### src/rtl/burst_increment_reader_pkg.sv
`default_nettype none
// ============================================================================
// Module      : burst_increment_reader_pkg
// Description : Shared types and default widths for the burst increment
//               reader and its address-step helper.
//               Contents: state_e (IDLE/RUN/DONE), default ADDR_W / LEN_W.
// Revision    : 1.0 - initial release
// ============================================================================
package burst_increment_reader_pkg;

  localparam int c_ADDR_W_DEFAULT = 16;
  localparam int c_LEN_W_DEFAULT  = 16;

  typedef enum logic [1:0] {
    IDLE = 2'd0,
    RUN  = 2'd1,
    DONE = 2'd2
  } state_e;

endpackage : burst_increment_reader_pkg
`default_nettype wire

### src/rtl/burst_increment_reader_if.sv
`default_nettype none
// ============================================================================
// Module      : burst_increment_reader_if
// Description : Waveform-RAM read-address channel (valid/ready).
//               Rd_Addr  : read address, driven by master
//               Rd_Valid : Rd_Addr valid, driven by master
//               Rd_Ready : memory accepts Rd_Addr, driven by slave
// Revision    : 1.0 - initial release
// ============================================================================
interface burst_increment_reader_if #(
  parameter int ADDR_W = 16
);

  logic [ADDR_W-1:0] Rd_Addr;
  logic              Rd_Valid;
  logic              Rd_Ready;

  modport master (
    output Rd_Addr,
    output Rd_Valid,
    input  Rd_Ready
  );

  modport slave (
    input  Rd_Addr,
    input  Rd_Valid,
    output Rd_Ready
  );

endinterface : burst_increment_reader_if
`default_nettype wire

### src/rtl/burst_increment_reader_addr_wrap_step.sv
`default_nettype none
// ============================================================================
// Module      : burst_addr_wrap_step
// Description : Combinational next-address unit for table readers.
//               Next = Cur + Step, wrapped back into [0, Wrap] when the sum
//               passes Wrap. Step must not exceed Wrap+1.
//               Cur_Addr_i, Step_i, Wrap_Addr_i -> Next_Addr_o
// Revision    : 1.0 - initial release
// ============================================================================
module burst_addr_wrap_step #(
  parameter int ADDR_W = 16
) (
  input  wire logic [ADDR_W-1:0] Cur_Addr_i,
  input  wire logic [ADDR_W-1:0] Step_i,
  input  wire logic [ADDR_W-1:0] Wrap_Addr_i,
  output logic      [ADDR_W-1:0] Next_Addr_o
);

  localparam logic [ADDR_W-1:0] c_ONE = ADDR_W'(1);

  // Sum carries one extra bit so a carry out of the table top is visible.
  logic [ADDR_W:0] w_sum;

  assign w_sum = {1'b0, Cur_Addr_i} + {1'b0, Step_i};

  // The wrapped result always fits in ADDR_W bits, so the subtraction of
  // (Wrap+1) can be done modulo 2^ADDR_W on the low bits only.
  assign Next_Addr_o = (w_sum > {1'b0, Wrap_Addr_i})
                     ? (w_sum[ADDR_W-1:0] - Wrap_Addr_i - c_ONE)
                     : w_sum[ADDR_W-1:0];

endmodule : burst_addr_wrap_step
`default_nettype wire

### src/rtl/burst_increment_reader.sv
`default_nettype none
// ============================================================================
// Module      : burst_increment_reader
// Description : Issues an incrementing, wrapping burst of waveform-RAM read
//               addresses over a valid/ready channel.
//   Clock, Reset (sync, active-low)
//   Start_Addr, Burst_Len, Step, Wrap_Addr : operands, latched on accepted Go
//   Go     : start request (acted on in IDLE only)
//   Abort  : terminate a running burst, no Done
//   Loop   : restart at Start_Addr on the final beat (BURST_LOOP_EN only)
//   Rd     : read-address channel (master side)
//   Busy   : high in RUN
//   Done   : one-cycle completion / pass-boundary pulse
//   Count  : beats transferred in the current burst/pass
// Optional feature macro: BURST_LOOP_EN
// Revision    : 1.0 - initial release
// ============================================================================
module burst_increment_reader
  import burst_increment_reader_pkg::*;
#(
  parameter int ADDR_W = c_ADDR_W_DEFAULT,
  parameter int LEN_W  = c_LEN_W_DEFAULT
) (
  input  wire logic              Clock,
  input  wire logic              Reset,
  input  wire logic [ADDR_W-1:0] Start_Addr,
  input  wire logic [LEN_W-1:0]  Burst_Len,
  input  wire logic [ADDR_W-1:0] Step,
  input  wire logic [ADDR_W-1:0] Wrap_Addr,
  input  wire logic              Go,
  input  wire logic              Abort,
`ifdef BURST_LOOP_EN
  input  wire logic              Loop,
`endif
  burst_increment_reader_if.master Rd,
  output logic                   Busy,
  output logic                   Done,
  output logic [LEN_W-1:0]       Count
);

  localparam logic [LEN_W-1:0] c_LEN_ONE = LEN_W'(1);

  state_e            state_q,    state_d;
  logic [ADDR_W-1:0] rd_addr_q,  rd_addr_d;
  logic              rd_valid_q, rd_valid_d;
  logic              busy_q,     busy_d;
  logic              done_q,     done_d;
  logic [LEN_W-1:0]  count_q,    count_d;
  logic [LEN_W-1:0]  len_q,      len_d;
  logic [ADDR_W-1:0] step_q,     step_d;
  logic [ADDR_W-1:0] wrap_q,     wrap_d;
`ifdef BURST_LOOP_EN
  logic [ADDR_W-1:0] start_q,    start_d;
`endif

  logic              w_beat;
  logic              w_last;
  logic [ADDR_W-1:0] w_next_addr;

  assign w_beat = rd_valid_q & Rd.Rd_Ready;
  assign w_last = (count_q == (len_q - c_LEN_ONE));

  burst_addr_wrap_step #(
    .ADDR_W (ADDR_W)
  ) u_addr_step (
    .Cur_Addr_i  (rd_addr_q),
    .Step_i      (step_q),
    .Wrap_Addr_i (wrap_q),
    .Next_Addr_o (w_next_addr)
  );

  always_ff @(posedge Clock) begin
    if (!Reset) begin
      state_q    <= IDLE;
      rd_addr_q  <= '0;
      rd_valid_q <= 1'b0;
      busy_q     <= 1'b0;
      done_q     <= 1'b0;
      count_q    <= '0;
      len_q      <= '0;
      step_q     <= '0;
      wrap_q     <= '0;
`ifdef BURST_LOOP_EN
      start_q    <= '0;
`endif
    end else begin
      state_q    <= state_d;
      rd_addr_q  <= rd_addr_d;
      rd_valid_q <= rd_valid_d;
      busy_q     <= busy_d;
      done_q     <= done_d;
      count_q    <= count_d;
      len_q      <= len_d;
      step_q     <= step_d;
      wrap_q     <= wrap_d;
`ifdef BURST_LOOP_EN
      start_q    <= start_d;
`endif
    end
  end

  always_comb begin
    state_d    = state_q;
    rd_addr_d  = rd_addr_q;
    rd_valid_d = rd_valid_q;
    busy_d     = busy_q;
    done_d     = 1'b0;
    count_d    = count_q;
    len_d      = len_q;
    step_d     = step_q;
    wrap_d     = wrap_q;
`ifdef BURST_LOOP_EN
    start_d    = start_q;
`endif

    case (state_q)
      IDLE: begin
        if (Go) begin
          len_d   = Burst_Len;
          step_d  = Step;
          wrap_d  = Wrap_Addr;
`ifdef BURST_LOOP_EN
          start_d = Start_Addr;
`endif
          count_d = '0;
          if (Burst_Len != '0) begin
            state_d    = RUN;
            rd_addr_d  = Start_Addr;
            rd_valid_d = 1'b1;
            busy_d     = 1'b1;
          end else begin
            // Zero-length burst completes without issuing any address.
            state_d = DONE;
            done_d  = 1'b1;
          end
        end
      end

      RUN: begin
        if (w_beat) begin
          count_d   = count_q + c_LEN_ONE;
          rd_addr_d = w_next_addr;
        end
        // Abort has priority over the final-beat transition but a
        // coincident beat still counts.
        if (Abort) begin
          state_d    = IDLE;
          rd_valid_d = 1'b0;
          busy_d     = 1'b0;
        end else if (w_beat && w_last) begin
`ifdef BURST_LOOP_EN
          if (Loop) begin
            rd_addr_d = start_q;
            count_d   = '0;
            done_d    = 1'b1;
          end else
`endif
          begin
            state_d    = DONE;
            rd_valid_d = 1'b0;
            busy_d     = 1'b0;
            done_d     = 1'b1;
          end
        end
      end

      DONE: begin
        state_d = IDLE;
      end

      default: begin
        state_d    = IDLE;
        rd_valid_d = 1'b0;
        busy_d     = 1'b0;
      end
    endcase
  end

  assign Rd.Rd_Addr  = rd_addr_q;
  assign Rd.Rd_Valid = rd_valid_q;
  assign Busy        = busy_q;
  assign Done        = done_q;
  assign Count       = count_q;

endmodule : burst_increment_reader
`default_nettype wire

### src/flat_wrapper.sv
// flat-port wrapper written by rule: the top's interface ports become plain ports
module burst_increment_reader_flat import burst_increment_reader_pkg::*;
#(
  parameter int ADDR_W = c_ADDR_W_DEFAULT,
  parameter int LEN_W  = c_LEN_W_DEFAULT
)
  (Clock, Reset, Start_Addr, Burst_Len, Step, Wrap_Addr, Go, Abort, Busy, Done, Count, Rd_Rd_Addr, Rd_Rd_Valid, Rd_Rd_Ready);
  burst_increment_reader_if #(.ADDR_W(ADDR_W)) Rd_i ();
  input  wire logic Clock;
  input  wire logic Reset;
  input  wire logic [ADDR_W-1:0] Start_Addr;
  input  wire logic [LEN_W-1:0] Burst_Len;
  input  wire logic [ADDR_W-1:0] Step;
  input  wire logic [ADDR_W-1:0] Wrap_Addr;
  input  wire logic Go;
  input  wire logic Abort;
  output logic Busy;
  output logic Done;
  output logic [LEN_W-1:0] Count;
  output wire logic [$bits(Rd_i.Rd_Addr)-1:0] Rd_Rd_Addr;
  output wire logic [$bits(Rd_i.Rd_Valid)-1:0] Rd_Rd_Valid;
  input wire logic [$bits(Rd_i.Rd_Ready)-1:0] Rd_Rd_Ready;
  assign Rd_Rd_Addr = Rd_i.Rd_Addr;
  assign Rd_Rd_Valid = Rd_i.Rd_Valid;
  assign Rd_i.Rd_Ready = Rd_Rd_Ready;
  burst_increment_reader #(.ADDR_W(ADDR_W), .LEN_W(LEN_W)) u_core (.Clock(Clock), .Reset(Reset), .Start_Addr(Start_Addr), .Burst_Len(Burst_Len), .Step(Step), .Wrap_Addr(Wrap_Addr), .Go(Go), .Abort(Abort), .Rd(Rd_i), .Busy(Busy), .Done(Done), .Count(Count));
endmodule
### config.mk
export PLATFORM = sky130hd
export DESIGN_NAME = burst_increment_reader_flat
export DESIGN_NICKNAME = d
export VERILOG_FILES = /design/src/rtl/burst_increment_reader_pkg.sv /design/src/rtl/burst_increment_reader_if.sv /design/src/rtl/burst_increment_reader_addr_wrap_step.sv /design/src/rtl/burst_increment_reader.sv /design/src/flat_wrapper.sv
export SDC_FILE = /design/constraint.sdc
export NUM_CORES = 1
export LEC_CHECK = 0
export ABC_AREA = 1
export CORE_ASPECT_RATIO = 2
export CORE_MARGIN = 2
export CORE_UTILIZATION = 55
export CTS_BUF_LIST = sky130_fd_sc_hd__clkbuf_8
export CTS_CLUSTER_SIZE = 14
export DETAILED_ROUTE_END_ITERATION = 16
export PLACE_DENSITY = 0.93
export SLEW_MARGIN = 15
export SYNTH_ARGS = -nofsm -noshare
export SYNTH_HDL_FRONTEND = slang
export SYNTH_SLANG_ARGS = --single-unit
### constraint.sdc
create_clock -name Clock -period 3.9 [get_ports Clock]
set_input_delay 1.17 -clock Clock [delete_from_list [all_inputs] [get_ports Clock]]
set_output_delay 1.17 -clock Clock [all_outputs]
set_load 0.02 [all_outputs]
==> results.py <==
metrics = {
    "global_routing": {
        "grt_pass1_wl_um": 30900,
        "antenna_found_initial": 0,
        "grt_max_degree": 65,
        "grtUsageTotal_pct": 34.0,
        "grt_overflow_total": 0,
        "grt_pass1_vias": 6720,
    },
    "detailed_routing": {
        "first_pass_iters": 4,
        "drt_wl_total_um": 19300,
        "drt.antenna.violating_nets": 0,
        "first_iter_violations": 407,
        "via_per_inst": 5.67,
        "wl_per_cell_um": 16.7,
        "drc": 0,
        "num_vias": 6576,
    },
    "clock_network": {
        "numCtsBuffers": 9,
        "hold_buffers": 0,
        "clkTransAtPathRegs_ns": 0.08,
        "clock-root-buffer": "clkbuf_8",
        "cts_tree": "done",
        "cts-resized-gates": 0,
        "clock-sinks": 84,
        "clock_latency_ns": 0.37,
        "cts.path.max_buffers": 2,
        "cts_setup_buffers": 0,
        "htree_num_levels": 3,
    },
    "logic_synthesis": {
        "synth_top_family_by_area": "simple AND/OR/NAND/NOR gates",
        "ys_seq_area_share_pct": 28.5,
        "yosys-mux-area-fraction_pct": 0,
        "synthSimpleGateAreaFrac_pct": 30.3,
        "syn_nets": 1020,
        "synthAdderAreaFrac_pct": 8.10,
        "ys_types": 41,
        "syn_inst": 914,
        "synth-xor-area-share_pct": 5.34,
        "synth-seq-cells": 84,
        "synth_compound_area_share_pct": 18.1,
        "synth_area_per_cell_um2": 6.46,
        "synth_area_um2": 5900,
        "ys_warn_count": 0,
    },
    "floorplan": {
        "dieHeight_um": 150,
        "coreArea_um2": 10500,
        "chipWidth_um": 77.2,
        "die_area_um2": 11600,
        "rows": 53,
        "io_pins": 104,
        "start_util_pct": 56.3,
    },
    "run": {
        "drv_cap": 0,
    },
    "final_layout": {
        "final_util_pct": 70.5,
        "area_growth_syn_to_layout_pct": 25.2,
        "antenna_cells": 0,
        "drive_gt1_share_pct": 5.96,
        "fin_nets": 1124,
        "final_cell_mix": "nand2_1 (163), inv_1 (120), nor2_1 (102), clkdlybuf4s50_1 (102), a21oi_1 (99)",
        "final_common_cell": "nand2_1",
    },
    "sta": {
        "skew_ns": 0.00794,
        "holdWs_ns": 0.465,
        "worst_pin_slew_ns": 0.561,
        "finalCritPeriodShare_pct": 94.4,
        "slew_headroom_pct": 62.6,
        "min_period_ns": 3.68,
        "fmax_mhz": 271,
        "hold_viol_final": 0,
        "setup_viol": 0,
        "drv_slew": 0,
    },
    "worst_setup_path": {
        "path_cells": "ha_1 > a21oi_2 > a21boi_0 > nand2_1 > nand3_1 > nand2_1 > or2_2 > nand2_1 > inv_1 > ha_1 > inv_1 > nor3_1 > nand4_2 > nand3_1 > nand3_1 > a21oi_1",
        "path_max_fanout": 16,
        "critPathSlowestCell": "nand4_2",
        "worst-setup-path-type": "reg -> reg",
        "end_kind": "flip-flop",
        "cp-start-kind": "flip-flop",
        "required_ns": 4.20,
        "arrival_ns": 3.98,
        "critical-path-max-stage-delay_ns": 0.42,
        "r2r_start": "u_core.Rd.Rd_Addr[6]",
        "crit_start": "u_core.Rd.Rd_Addr[6]",
    },
    "pwr": {
        "ir_drop_mv": 0.269,
        "leakage_nw": 3.40,
        "p_total_mw": 3.18,
        "cellPowerDensity_nw_per_um2": 430,
    },
    "place": {
        "dp_hpwl_um": 15000,
        "place_congestion": 1.01,
        "numPortBuffers": 103,
    },
    "worst_hold_path": {
        "min-delay-start": "u_core.wrap_q[14]",
        "hold_path_class": "reg -> reg",
    },
    "outcome": {
        "status": "completed",
    },
}
-- critical path, delay by kind of cell (launching register included) --
kind / cells / cell delay [ns]
buffers and inverters: 2 / 0.16
adder cells (fa/ha/maj): 2 / 0.70
AO/OA/AOI/OAI: 3 / 0.61
AND/OR/NAND/NOR: 9 / 1.81
flip-flops: 1 / 0.35
-- synth_stat cells (all sizes together) --
library cell  number  share of area (%)
nor4               8               0.85
a21boi             1               0.13
fa                 2               0.68
nor3b              1               0.13
o21bai             5               0.64
dfxtp             84                 28
xor2              24                3.6
a221oi             1               0.15
clkinv             3               0.19
buf                4               0.38
a21o               2               0.25
nand3             85                7.4
nand4             10                1.2
nor3              11                1.1
inv              121                7.7
o2111ai            1               0.15
nand3b             4               0.51
or2                4               0.42
a31oi              3               0.32
clkbuf            22                1.4
a21oi            101                8.6
nand2            167                 11
ha                35                7.4
nor2             109                7.4
o21a               1               0.13
a211oi             1               0.13
o21ai             87                7.4
and2               2               0.21
xnor2             12                1.8
and3               1               0.11
o211ai             2               0.25
-- metrics by stage --
step	std cells	instance area [um^2]	setup slack, ns	TNS [ns]
final	1160	7390	0.217	0
after global routing	1160	7390	-0.0488	-0.279
after CTS	1160	7330	0.113	0
after detailed placement	1144	7110	0.157	0
after global placement	1144	7110	0.330	0
after floorplan	914	5900	0.578	0
-- state kept, by name, indices dropped and copies added, names as in the netlist --
register / count
u_core.Count: 16
u_core.wrap_q: 16
u_core.len_q: 16
u_core.Rd.Rd_Addr: 16
u_core.Rd.Rd_Valid: 1
u_core.state_q: 2
u_core.Done: 1
u_core.step_q: 16
-- final cells by class --
type                            count  area (um^2)
Clock buffer                        9          124
Clock inverter                      7         90.1
Fill cell                         955         3090
Inverter                          124          465
Multi-Input combinational cell    680         3710
Sequential cell                    84         1680
Tap cell                          137          171
Timing Repair Buffer              119         1150
-- cells by family (layout without fill, tap and decap cells) --
| family | Yosys count | after routing |
|---|---|---|
| AND/OR/NAND/NOR | 402 | 402 |
| buffers and inverters | 150 | 259 |
| flip-flops | 84 | 84 |
| XOR/XNOR | 36 | 36 |
| adder cells (fa/ha/maj) | 37 | 37 |
| AO/OA/AOI/OAI | 205 | 205 |
-- power breakdown --
| part | switching [mW] | internal [mW] |
|---|---|---|
| Sequential | 0.0578 | 0.922 |
| Combinational | 0.932 | 0.570 |
| Clock | 0.339 | 0.359 |
| Total | 1.33 | 1.85 |
-- routing by layer --
metal	vias to the layer above	track usage [%]	share of wire (%)
li1	3212	-	-
met1	2955	30.2	32
met2	284	64.0	53
met3	125	5.34	4.7
met4	0	30.5	9.9
met5	-	0	0
-- final timing paths --
check                                to  depth (start not counted)  slack (ns)
setup / recovery  u_core.Rd.Rd_Addr[13]                         16        0.22
hold / removal        u_core.wrap_q[14]                          2        0.46
setup reg to reg  u_core.Rd.Rd_Addr[13]                         16        0.22
hold reg to reg       u_core.wrap_q[14]                          2        0.46
Power figures use the tool's default switching activity.
